**src/rtl/controlador_botones_pkg.sv**
```systemverilog
// Shared types, default repeat timing and the button priority encoder
// for the front-panel command sequencer.
package pkg_botones;

    typedef enum logic [1:0] {
        REPOSO   = 2'd0,
        EMITIR   = 2'd1,
        MANTENER = 2'd2
    } estado_t;

    localparam int unsigned RETARDO_REP_DEF = 50_000_000;
    localparam int unsigned PERIODO_REP_DEF = 10_000_000;

    // Lowest set bit wins; an all-zero vector yields index 0.
    function automatic logic [3:0] prioridad(input logic [15:0] v);
        logic hallado;
        prioridad = '0;
        hallado   = 1'b0;
        for (int unsigned i = 0; i < 16; i++) begin
            if (v[i] && !hallado) begin
                prioridad = 4'(i);
                hallado   = 1'b1;
            end
        end
    endfunction

endpackage

```
**src/rtl/controlador_botones_temporizador_repeticion.sv**
```systemverilog
// Loadable down-counter for auto-repeat timing; stops at zero instead of
// wrapping.
module temporizador_repeticion #(
    parameter int unsigned ANCHO = 8
) (
    input  logic             i_clk,
    input  logic             i_rst,
    input  logic             i_cargar,
    input  logic [ANCHO-1:0] i_valor,
    input  logic             i_habilitar,
    output logic             o_cero
);

    logic [ANCHO-1:0] r_cuenta;

    always_ff @(posedge i_clk or posedge i_rst) begin
        if (i_rst) begin
            r_cuenta <= '0;
        end else if (i_cargar) begin
            r_cuenta <= i_valor;
        end else if (i_habilitar && !o_cero) begin
            r_cuenta <= r_cuenta - ANCHO'(1);
        end
    end

    assign o_cero = (r_cuenta == '0);

endmodule

```
**src/rtl/controlador_botones.sv**
```systemverilog
// Turns debounced button presses into indexed commands over valid/ready,
// with fixed-priority arbitration and auto-repeat while held.
module controlador_botones
    import pkg_botones::*;
#(
    parameter int unsigned N_BOTONES   = 4,
    parameter int unsigned RETARDO_REP = RETARDO_REP_DEF,
    parameter int unsigned PERIODO_REP = PERIODO_REP_DEF
) (
    input  logic                         CLK,
    input  logic                         RESET,
    input  logic [N_BOTONES-1:0]         botones,
    input  logic                         listo,
    output logic                         comando_valido,
    output logic [$clog2(N_BOTONES)-1:0] comando,
    output logic                         repeticion
);

    localparam int unsigned W_CMD   = $clog2(N_BOTONES);
    localparam int unsigned MAX_REP = (RETARDO_REP > PERIODO_REP) ? RETARDO_REP : PERIODO_REP;
    localparam int unsigned W_CNT   = (MAX_REP > 1) ? $clog2(MAX_REP) : 1;
    localparam logic [W_CNT-1:0] CNT_RETARDO = W_CNT'(RETARDO_REP - 1);
    localparam logic [W_CNT-1:0] CNT_PERIODO = W_CNT'(PERIODO_REP - 1);

    estado_t                r_estado;
    estado_t                w_estado_sig;
    logic [N_BOTONES-1:0]   r_prev;
    logic [N_BOTONES-1:0]   w_flanco;
    logic                   r_valido;
    logic                   w_valido_sig;
    logic [W_CMD-1:0]       r_comando;
    logic [W_CMD-1:0]       w_comando_sig;
    logic                   r_rep;
    logic                   w_rep_sig;
    logic                   w_transfer;
    logic                   w_cargar;
    logic [W_CNT-1:0]       w_valor;
    logic                   w_habilitar;
    logic                   w_cero;

    assign w_flanco   = botones & ~r_prev;
    assign w_transfer = r_valido & listo;

    temporizador_repeticion #(
        .ANCHO (W_CNT)
    ) u_temporizador (
        .i_clk       (CLK),
        .i_rst       (RESET),
        .i_cargar    (w_cargar),
        .i_valor     (w_valor),
        .i_habilitar (w_habilitar),
        .o_cero      (w_cero)
    );

    always_ff @(posedge CLK or posedge RESET) begin
        if (RESET) begin
            r_estado  <= REPOSO;
            r_prev    <= '1;
            r_valido  <= 1'b0;
            r_comando <= '0;
            r_rep     <= 1'b0;
        end else begin
            r_estado  <= w_estado_sig;
            r_prev    <= botones;
            r_valido  <= w_valido_sig;
            r_comando <= w_comando_sig;
            r_rep     <= w_rep_sig;
        end
    end

    // r_comando doubles as the latched button index while holding.
    always_comb begin
        w_estado_sig  = r_estado;
        w_valido_sig  = r_valido;
        w_comando_sig = r_comando;
        w_rep_sig     = r_rep;
        w_cargar      = 1'b0;
        w_valor       = '0;
        w_habilitar   = 1'b0;
        case (r_estado)
            REPOSO: begin
                if (|w_flanco) begin
                    w_estado_sig  = EMITIR;
                    w_valido_sig  = 1'b1;
                    w_comando_sig = W_CMD'(prioridad(16'(w_flanco)));
                    w_rep_sig     = 1'b0;
                end
            end
            EMITIR: begin
                if (w_transfer) begin
                    w_estado_sig = MANTENER;
                    w_valido_sig = 1'b0;
                    w_cargar     = 1'b1;
                    w_valor      = r_rep ? CNT_PERIODO : CNT_RETARDO;
                end
            end
            MANTENER: begin
                if (!botones[r_comando]) begin
                    w_estado_sig = REPOSO;
                end else if (w_cero) begin
                    w_estado_sig = EMITIR;
                    w_valido_sig = 1'b1;
                    w_rep_sig    = 1'b1;
                end else begin
                    w_habilitar = 1'b1;
                end
            end
            default: begin
                w_estado_sig = REPOSO;
                w_valido_sig = 1'b0;
            end
        endcase
    end

    assign comando_valido = r_valido;
    assign comando        = r_comando;
    assign repeticion     = r_rep;

endmodule

```
**config.mk**
```make
export PLATFORM = sky130hd
export DESIGN_NAME = controlador_botones
export DESIGN_NICKNAME = d
export VERILOG_FILES = /design/src/rtl/controlador_botones_pkg.sv /design/src/rtl/controlador_botones_temporizador_repeticion.sv /design/src/rtl/controlador_botones.sv
export SDC_FILE = /design/constraint.sdc
export NUM_CORES = 1
export LEC_CHECK = 0
export BUFFER_PORTS_ARGS = -buffer_cell sky130_fd_sc_hd__buf_4
export CORE_MARGIN = 2
export CORE_UTILIZATION = 50
export CTS_CLUSTER_SIZE = 24
export DETAILED_ROUTE_END_ITERATION = 16
export HOLD_SLACK_MARGIN = 0.03
export PLACE_DENSITY = 0.68
export RECOVER_POWER = 25
export SLEW_MARGIN = 10
export SYNTH_ARGS = -nofsm -noshare
export SYNTH_HDL_FRONTEND = slang
export SYNTH_HIERARCHICAL = 1
export SYNTH_SLANG_ARGS = --single-unit
```
**constraint.sdc**
```tcl
create_clock -name CLK -period 7.7 [get_ports CLK]
set_input_delay 0.385 -clock CLK [delete_from_list [all_inputs] [get_ports CLK]]
set_output_delay 0.385 -clock CLK [all_outputs]
set_load 0.05 [all_outputs]
```
==> flow_summary.yaml, run 1 <==
global_routing:
  grt_antenna_before_repair: 0
  met3_usage_pct: 4.82
  grt.busiest_layer: "met2"
  first_global_vias: 1632
  use_met1_pct: 28.3
  grt_max_degree: 43
  use_met2_pct: 29.5
  overflow: 0
  grt_pass1_wl_mm: 7.63
  grtUsageTotal_pct: 20.0
cells_and_area:
  nNetsFinal: 253
  drive_gt1_share_pct: 12.2
  n_antenna_cell: 0
  areaGrowthSynthToFinish_pct: 10.4
power_and_ir_drop:
  powerDensity_mw_per_mm2: 347
  p_seq_share_pct: 40.5
  switchingPower_mw: 0.338
  ir_drop_uv: 184
  clkPwrFrac_pct: 18.5
  power_mw: 0.812
  power_leakage_nw: 0.919
  combinationalPowerShare_pct: 41.0
  p_sw_share_pct: 41.7
  p_int_mw: 0.473
drt:
  wire_per_inst_um: 14.6
  dr.pass1.iters: 4
  ant_nets: 0
  route.detailed.drc: 0
  vias_per_cell: 5.72
  first_iter_violations: 130
  routed_wl_mm: 4.31
  via_count: 1694
clock_network:
  path_clk_slew_ns: 0.07
  worstSkewPairLatency_ns: 0.30
  post_cts_buffers: 0
  cts_tree: "done"
  cts_resized: 0
  cts_hold_buf: 0
  cts_root_buffer: "clkbuf_8"
  cts-buffers-inserted: 5
  htreeDepth: 2
  cts_num_sinks: 36
  cts_buffer_depth: 2
setup_path:
  path_cells: "inv_1 > ha_1 > or4b_1 > nor4_2 > and3_1 > nor2_1 > nor4b_1 > nand4b_1 > nor4_1 > o311ai_0"
  end_kind: "flop"
  crit_required_ns: 7.88
  slowest_stage: "nor4_2"
  path_max_fanout: 11
  r2r_cells: 10
  arrival_ns: 3.90
  r2r_start: "u_temporizador/r_cuenta[0]"
  criticalPathCategory: "flop to flop"
  timing.rr.end: "u_temporizador/r_cuenta[25]"
  endpoint: "u_temporizador/r_cuenta[25]"
  crit_path_start: "u_temporizador/r_cuenta[0]"
  critPathMaxStageDelay_ns: 0.60
  r2r_slack_ns: 3.99
  start_kind: "flop"
sta:
  relSlewSlack_pct: 30.3
  setup_viol: 0
  final_hold_viol_count: 0
  finalCritPeriodShare_pct: 48.2
  drv_slew: 0
  tightest_slew_ns: 1.04
  whs_ns: 0.0470
  rsz0062_at_grt: "no"
  fmax_ghz: 0.269
  finClkSkew_ns: 0.0108
  min_period_ns: 3.71
  setup_tns_ns: 0
floorplanning:
  coreArea_sq_mm: 0.00403
  fp.dieW_um: 69.1
  die_h_um: 69.1
  start_util_pct: 52.5
  die_area_sq_mm: 0.00477
  ios: 11
  rows: 23
synthesis:
  ys_seq_elements: 36
  ys_types: 54
  synth_ff_type: "dfrtp_1"
  yosys_warnings: 6
  yosysTopAreaCellShare_pct: 37.8
  yosysSeqAreaShare_pct: 42.8
  ys_top_cells_by_area: "dfrtp_1 (38%), nand2_1 (5.7%), dfstp_2 (5.0%), xnor2_1 (3.7%), o21ai_0 (2.8%)"
  synth_common_cells: "dfrtp_1 (32), nand2_1 (32), o21ai_0 (12)"
  synth_enable_flop_cells: 0
  syn-cell-area_sq_mm: 0.00212
  async_flop_share_pct: 100
  yosysTopAreaCell: "dfrtp_1"
  syn_inst: 231
  avgSynthCellArea_sq_um: 9.16
run_status:
  status: "completed"
placed_design:
  hpwl_mm: 3.02
  place.gp.congestion: 0.813
  io_buffers: 10
min_path:
  hold_class: "input port to asynchronous set/reset pin"
run:
  drv_cap: 0
[layer usage]
layer	wire length (um)	vias to the layer above
met5	0	-
met4	71	0
met3	138	6
met2	1950	21
met1	2160	783
li1	-	884
[power by group through the flow]
stage	Sequential, mW	Combinational, mW	Clock, mW
after floorplan	0.338	0.242	0
after global placement	0.330	0.333	0
after detailed placement	0.330	0.334	0
after CTS	0.327	0.336	0.155
after global routing	0.338	0.375	0.163
final	0.329	0.333	0.150
[state kept, by name, indices dropped and copies added, names as in the netlist]
signal / count
comando_valido: 1
r_prev: 4
r_estado: 2
repeticion: 1
u_temporizador/r_cuenta: 26
comando: 2
[metrics by stage]
step / area [sq um] / util [%] / setup slack (ns) / cells
finish: 2340 / 58.0 / 3.99 / 296
global route: 2340 / 58.0 / 3.63 / 296
CTS: 2350 / 58.4 / 3.98 / 296
detailed placement: 2250 / 55.9 / 4.01 / 288
global placement: 2250 / 55.9 / 4.15 / 288
floorplan: 2140 / - / 4.60 / 236
[worst max-delay path, delay by kind of cell (launching register included)]
family,cells,cell delay (ns)
buffers and inverters,1,0.07
AOI/OAI and AO/OA,1,0.30
adders and majority gates,1,0.20
DFF,1,0.41
and+or+nand+nor,7,2.62
[worst min path at each step]
| stage | endpoint | slack, ns | depth (start not counted) |
|---|---|---|---|
| 2_1_floorplan | comando[0] | 0.22 | 1 |
| 3_3_place_gp | r_estado[0] | 0.39 | 2 |
| 3_5_place_dp | r_estado[1] | 0.39 | 2 |
| 4_1_cts | r_estado[0] | 0.07 | 2 |
| 5_1_grt | repeticion | 0.10 | 2 |
| 6_report | r_estado[0] | 0.05 | 2 |
[placed cells by master (no fill, tap or decap), drive strengths merged, types with 3 or more instances in the layout]
cell and instances:
nor4 5, buf 8, xnor2 9, clkbuf 13
nand2 32, o311ai 5, nor2 11, nor2b 6
or3 9, a311oi 3, or2 5, a21oi 3
a31oi 9, nand3 7, o21ai 14, or4 8
inv 9, nor3 8, o211ai 3, dfrtp 32
nand4b 4, conb 6, dfstp 4, o31ai 6
[area by class of cell]
class / instances / area (sq um)
Sequential cell: 36 / 906
Multi-Input combinational cell: 180 / 1150
Clock buffer: 8 / 100
Fill cell: 382 / 1690
Inverter: 9 / 33.8
Tap cell: 50 / 62.6
Timing Repair Buffer: 13 / 82.6
[cell families after synthesis]
kind of cell / Yosys count / share of synthesized area [%]
simple gates: 104 / 27.4
compound gates: 56 / 19.2
flops: 36 / 42.8
buf+inv: 20 / 3.66
xor+xnor: 10 / 4.14
mux: 3 / 2.01
fa+ha+maj: 1 / 0.591
other cells: 1 / 0.177
(Power assumes the default switching activity.)
==> run 2, diff against run 1 <==
Settings changed: ABC_AREA from default to 1, PLACE_DENSITY 0.68 to 0.7.
Clock period 7.7 ns to 3.16 ns, I/O delays scaled along.
==> run 2 against run 1 <==
Effect of this change: clock power rose to 2.7 times the previous value; cell count up 68%; area after synthesis up 23%; largest cell class unchanged; register-to-register slack got worse by 3.3 ns; critical path depth grew 6.
==> flow_summary.yaml, run 2 <==
sta:
  drv_slew: 0
  relSlewSlack_pct: 33.2
  setup_tns_ns: 0
  whs_ns: 0.215
  setup_viol: 0
  fmax_ghz: 0.397
  final_hold_viol_count: 0
  min_period_ns: 2.52
  fin_ws_ns: 0.639
  finalCritPeriodShare_pct: 79.8
  rsz0062_at_grt: "no"
  tightest_slew_ns: 1.00
  finClkSkew_ns: 0.00836
synthesis:
  post-synth-top-count-cell: "nand2_1"
  yosysSeqAreaShare_pct: 34.7
  synth_enable_flop_cells: 0
  yosysTopAreaCell: "dfrtp_1"
  ys_types: 30
  yosysTopAreaCellShare_pct: 30.7
  async_flop_share_pct: 100
  synth_common_cells: "nand2_1 (136), nor2_1 (49), inv_1 (43)"
  syn_inst: 404
  synth_ff_type: "dfrtp_1"
  avgSynthCellArea_sq_um: 6.46
  ys_seq_elements: 36
  syn-cell-area_sq_mm: 0.00261
  yosys_warnings: 6
  ys_top_cells_by_area: "dfrtp_1 (31%), nand2_1 (20%), nand3_1 (8.1%), nor2_1 (7.0%), inv_1 (6.2%)"
global_routing:
  overflow: 0
  grt.busiest_layer: "met2"
  use_met2_pct: 36.6
  first_global_vias: 2290
  grt_max_degree: 27
  met3_usage_pct: 3.91
  grtUsageTotal_pct: 22.3
  use_met1_pct: 29.3
  grt_antenna_before_repair: 0
  grt_pass1_wl_mm: 10.4
min_path:
  hold_class: "input port to flop"
clock_network:
  cts_buffer_depth: 2
  cts_root_buffer: "clkbuf_8"
  cts_tree: "done"
  path_clk_slew_ns: 0.08
  worstSkewPairLatency_ns: 0.29
  cts-buffers-inserted: 5
  cts_num_sinks: 36
  htreeDepth: 2
drt:
  wire_per_inst_um: 12.1
  dr.pass1.iters: 4
  routed_wl_mm: 6.02
  vias_per_cell: 5.02
  route.detailed.drc: 0
  via_count: 2502
  ant_nets: 0
  first_iter_violations: 154
floorplanning:
  start_util_pct: 51.4
  die_h_um: 76.3
  ios: 11
  fp.dieW_um: 76.3
  rows: 26
  coreArea_sq_mm: 0.00507
  die_area_sq_mm: 0.00581
power_and_ir_drop:
  power_leakage_nw: 1.49
  powerDensity_mw_per_mm2: 1000
  ir_drop_uv: 446
cells_and_area:
  final_common_cell: "nand2_1"
  areaGrowthSynthToFinish_pct: 11.5
  fillers: 507
  reg_top3: "u_temporizador/r_cuenta x26, r_prev x4"
  largest_register_ffs: 26
  drive_gt1_share_pct: 14.5
  n_antenna_cell: 0
  register_area_sq_um: 906
  final_core_util_pct: 57.3
  top_register: "u_temporizador/r_cuenta"
  layout_common_cells: "nand2_1 (136), nor2_1 (48), inv_1 (43), nand3_1 (42), dfrtp_1 (32)"
  nNetsFinal: 435
  multiInputGateArea_sq_mm: 0.00149
setup_path:
  slowest_stage: "dfrtp_1"
  critPathMaxStageDelay_ns: 0.38
  cp_top_family: "simple AND/OR/NAND/NOR gates"
  path_cells: "inv_1 > ha_1 > inv_1 > nor2_1 > nand3_1 > nor2_1 > nand3_1 > nor2_1 > nor2_2 > nand3_1 > inv_1 > o21ai_4 > nand2_4 > inv_2 > nand2_1 > nand2_1"
  path_buf_inv: 4
  crit_required_ns: 3.39
  end_kind: "flop"
  start_kind: "flop"
  criticalPathCategory: "flop to flop"
  path_max_fanout: 23
  arrival_ns: 2.75
placed_design:
  place.gp.congestion: 0.881
  place_ws_ns: 0.657
  io_buffers: 10
  hpwl_mm: 4.45
run_status:
  status: "completed"
run:
  drv_cap: 0
run 2: final cells by class:
cell class | count | area share [%]
clock buffers | 5 | 2.37
clock inverters | 3 | 1.46
inverters | 49 | 6.32
multi-input cells | 315 | 51.3
flip-flops and latches | 36 | 31.1
well taps | 70 | 3.01
repair buffers | 20 | 4.43
run 2: cell families after synthesis:
group	synth area share (%)
buffers and inverters	8.96
adders and majority gates	0.479
and+or+nand+nor	44.5
other	0.144
xor gates and xnor gates	0.671
DFF	34.7
AOI/OAI and AO/OA	10.5
run 2: metal layers:
metal | routed length, um | vias up | part of all wire, %
li1 | - | 1306 | -
met1 | 2820 | 1132 | 47
met2 | 2830 | 54 | 47
met3 | 254 | 10 | 4.2
met4 | 110 | 0 | 1.8
met5 | 0 | - | 0
run 2: worst min-delay path, cell delays in order:
cell and delay (ns):
buf_4 0.07, nand2_1 0.07, inv_1 0.10, o21ai_1 0.07
run 2: path summary, 6_finish.rpt:
path / from / end / slack, ns / cells past startpoint
setup reg to reg: u_temporizador/r_cuenta[0] / u_temporizador/r_cuenta[5] / 0.64 / 16
setup / recovery: u_temporizador/r_cuenta[0] / u_temporizador/r_cuenta[5] / 0.64 / 16
min in group asynchronous: RESET / comando[1] / 0.38 / 3
hold / removal: listo / r_estado[0] / 0.22 / 4
max in group asynchronous: RESET / u_temporizador/r_cuenta[18] / 1.89 / 3
hold reg to reg: comando_valido / comando_valido / 0.51 / 2
run 2: per-stage QoR:
| stage | cells | instance area, sq um | power, mW |
|---|---|---|---|
| after global routing | 498 | 2910 | 3.20 |
| final | 498 | 2910 | 2.92 |
| after CTS | 498 | 2940 | 2.95 |
| after floorplan | 409 | 2630 | 2.15 |
| after global placement | 485 | 2780 | 2.49 |
| after detailed placement | 485 | 2780 | 2.52 |
run 2: power by group:
group / switching (mW) / internal (mW) / leakage (nW)
clock: 0.173 / 0.234 / 0.0541
sequential: 0.200 / 0.631 / 0.460
combinational: 1.15 / 0.531 / 0.978
total: 1.52 / 1.40 / 1.49
run 2: what timing repair did:
item	4_1_cts	5_1_grt
hold endpoints to repair	10	0
setup buffers	0	0
hold buffers	5	0
resized for setup	0	0
==> run 3, diff against run 2 <==
Settings changed: PLACE_DENSITY 0.7 to 0.68.
Clock period 3.16 ns to 2.5 ns, I/O delays scaled along.
==> run 3 against run 2 <==
Effect of this change: clock-buffer cell count unchanged; cell count up 1.6%; fmax up 12%; largest cell class unchanged; register-to-register slack worse by 0.39 ns; core utilization up 1.7 points; non-clock buffer count up 8; clock skew down 0.0032 ns; die area unchanged; flip-flop and latch count unchanged; cell area up 2.9%; hold slack worse by 0.037 ns.
==> flow_summary.yaml, run 3 (synthesis gave the netlist of run 2 again) <==
global_routing:
  overflow: 0
  grt_max_degree: 45
  first_global_vias: 2388
  grtUsageTotal_pct: 23.2
  grt_antenna_before_repair: 0
  grt_pass1_wl_mm: 10.9
clock_network:
  cts-buffers-inserted: 5
  cts_tree: "done"
  path_clk_slew_ns: 0.08
  worstSkewPairLatency_ns: 0.29
  cts_root_buffer: "clkbuf_8"
  htreeDepth: 2
  cts_num_sinks: 36
  cts_buffer_depth: 2
setup_path:
  path_max_fanout: 12
  arrival_ns: 2.43
  crit_required_ns: 2.69
  slowest_stage: "dfrtp_1"
  path_buf_inv: 4
  start_kind: "flop"
  path_cells: "inv_1 > ha_1 > inv_1 > nor2_1 > nand3_1 > nor2_1 > nand3_1 > nor2_2 > nor2_2 > nand3_1 > inv_1 > o21ai_4 > nand2_8 > buf_4 > nand2_2 > o21ai_2"
  critPathMaxStageDelay_ns: 0.39
  cp_top_family: "simple AND/OR/NAND/NOR gates"
  criticalPathCategory: "flop to flop"
  end_kind: "flop"
sta:
  finalCritPeriodShare_pct: 89.9
  relSlewSlack_pct: 5.72
  fmax_ghz: 0.445
  setup_tns_ns: 0
  min_period_ns: 2.25
  finClkSkew_ns: 0.00519
  setup_viol: 0
  final_hold_viol_count: 0
  tightest_slew_ns: 1.41
  drv_slew: 0
drt:
  ant_nets: 0
  wire_per_inst_um: 12.0
  first_iter_violations: 142
  via_count: 2502
  routed_wl_mm: 6.06
  route.detailed.drc: 0
  dr.pass1.iters: 5
  vias_per_cell: 4.94
cells_and_area:
  drive_gt1_share_pct: 17.0
  layout_common_cells: "nand2_1 (136), nor2_1 (47), inv_1 (43), nand3_1 (42), dfrtp_1 (32)"
  final_common_cell: "nand2_1"
  largest_register_ffs: 26
  areaGrowthSynthToFinish_pct: 14.7
  fin_cells: 506
  n_antenna_cell: 0
  top_register: "u_temporizador/r_cuenta"
  nNetsFinal: 443
  fillers: 501
  reg_top3: "u_temporizador/r_cuenta x26, r_prev x4"
run:
  drv_cap: 0
placed_design:
  placed_cells: 487
  hpwl_mm: 4.40
  io_buffers: 10
  place.gp.congestion: 0.902
floorplanning:
  rows: 26
  die_area_sq_mm: 0.00581
  die_h_um: 76.3
  start_util_pct: 51.4
  ios: 11
  coreArea_sq_mm: 0.00507
  fp.dieW_um: 76.3
power_and_ir_drop:
  ir_drop_uv: 588
  powerDensity_mw_per_mm2: 1280
  power_mw: 3.82
  power_leakage_nw: 1.55
run_status:
  status: "completed"
min_path:
  hold_class: "input port to flop"
-- run 3: worst register-to-register path, delay by kind of cell (launching register included) --
kind	cells	cell delay, ns
adder cells (fa/ha/maj)	1	0.18
AND/OR/NAND/NOR	9	0.93
flip-flops	1	0.39
buffers and inverters	4	0.46
AO/OA/AOI/OAI	2	0.20
-- run 3: repair_timing --
item | 4_1_cts | 5_1_grt
hold buffers | 5 | 0
gates resized for setup | 0 | 3
buffers inserted | 0 | 6
endpoints found under the setup margin | 0 | 14
hold endpoints to repair | 36 | 0
-- run 3: routing by layer --
metal	global-route usage (%)	routed length (um)	vias up	part of all wire [%]
li1	-	-	1330	-
met1	29.0	2860	1115	47
met2	39.2	2890	46	48
met3	4.74	184	11	3.0
met4	9.27	121	0	2.0
met5	0	0	-	0
-- run 3: through the flow --
stage	setup WS [ns]	util, %	instance area [sq um]	hold WS [ns]
4_1_cts	0.135	58.3	2960	0.169
6_report	0.253	59.0	2990	0.178
5_1_grt	-0.00587	59.0	2990	0.203
3_3_place_gp	0.195	55.1	2800	0.132
2_1_floorplan	0.237	-	2630	-0.0377
3_5_place_dp	0.151	55.1	2800	0.133
-- run 3: cell type report --
class,instances,area [sq um],share of cell area [%]
clock inverter,3,42.5,1.42
multi-input combinational,315,1500,50.2
clock buffer,5,68.8,2.30
timing repair buffer,28,200,6.69
sequential,36,906,30.3
tap,70,87.6,2.93
inverter,49,186,6.23
-- run 3: worst paths after layout --
path | start | slack (ns) | to | cells after the start
max in group asynchronous | RESET | 0.82 | u_temporizador/r_cuenta[22] | 4
worst max register to register | u_temporizador/r_cuenta[0] | 0.25 | u_temporizador/r_cuenta[0] | 16
worst max-delay path | u_temporizador/r_cuenta[0] | 0.25 | u_temporizador/r_cuenta[0] | 16
min in group asynchronous | RESET | 0.33 | comando[1] | 3
worst min-delay path | listo | 0.18 | r_estado[0] | 4
worst min register to register | comando_valido | 0.50 | comando_valido | 2
-- run 3: power by group --
group / leakage, nW / switching [mW] / internal (mW)
combinational: 1.03 / 1.48 / 0.767
clock: 0.0541 / 0.223 / 0.295
sequential: 0.460 / 0.259 / 0.798
total: 1.55 / 1.96 / 1.86
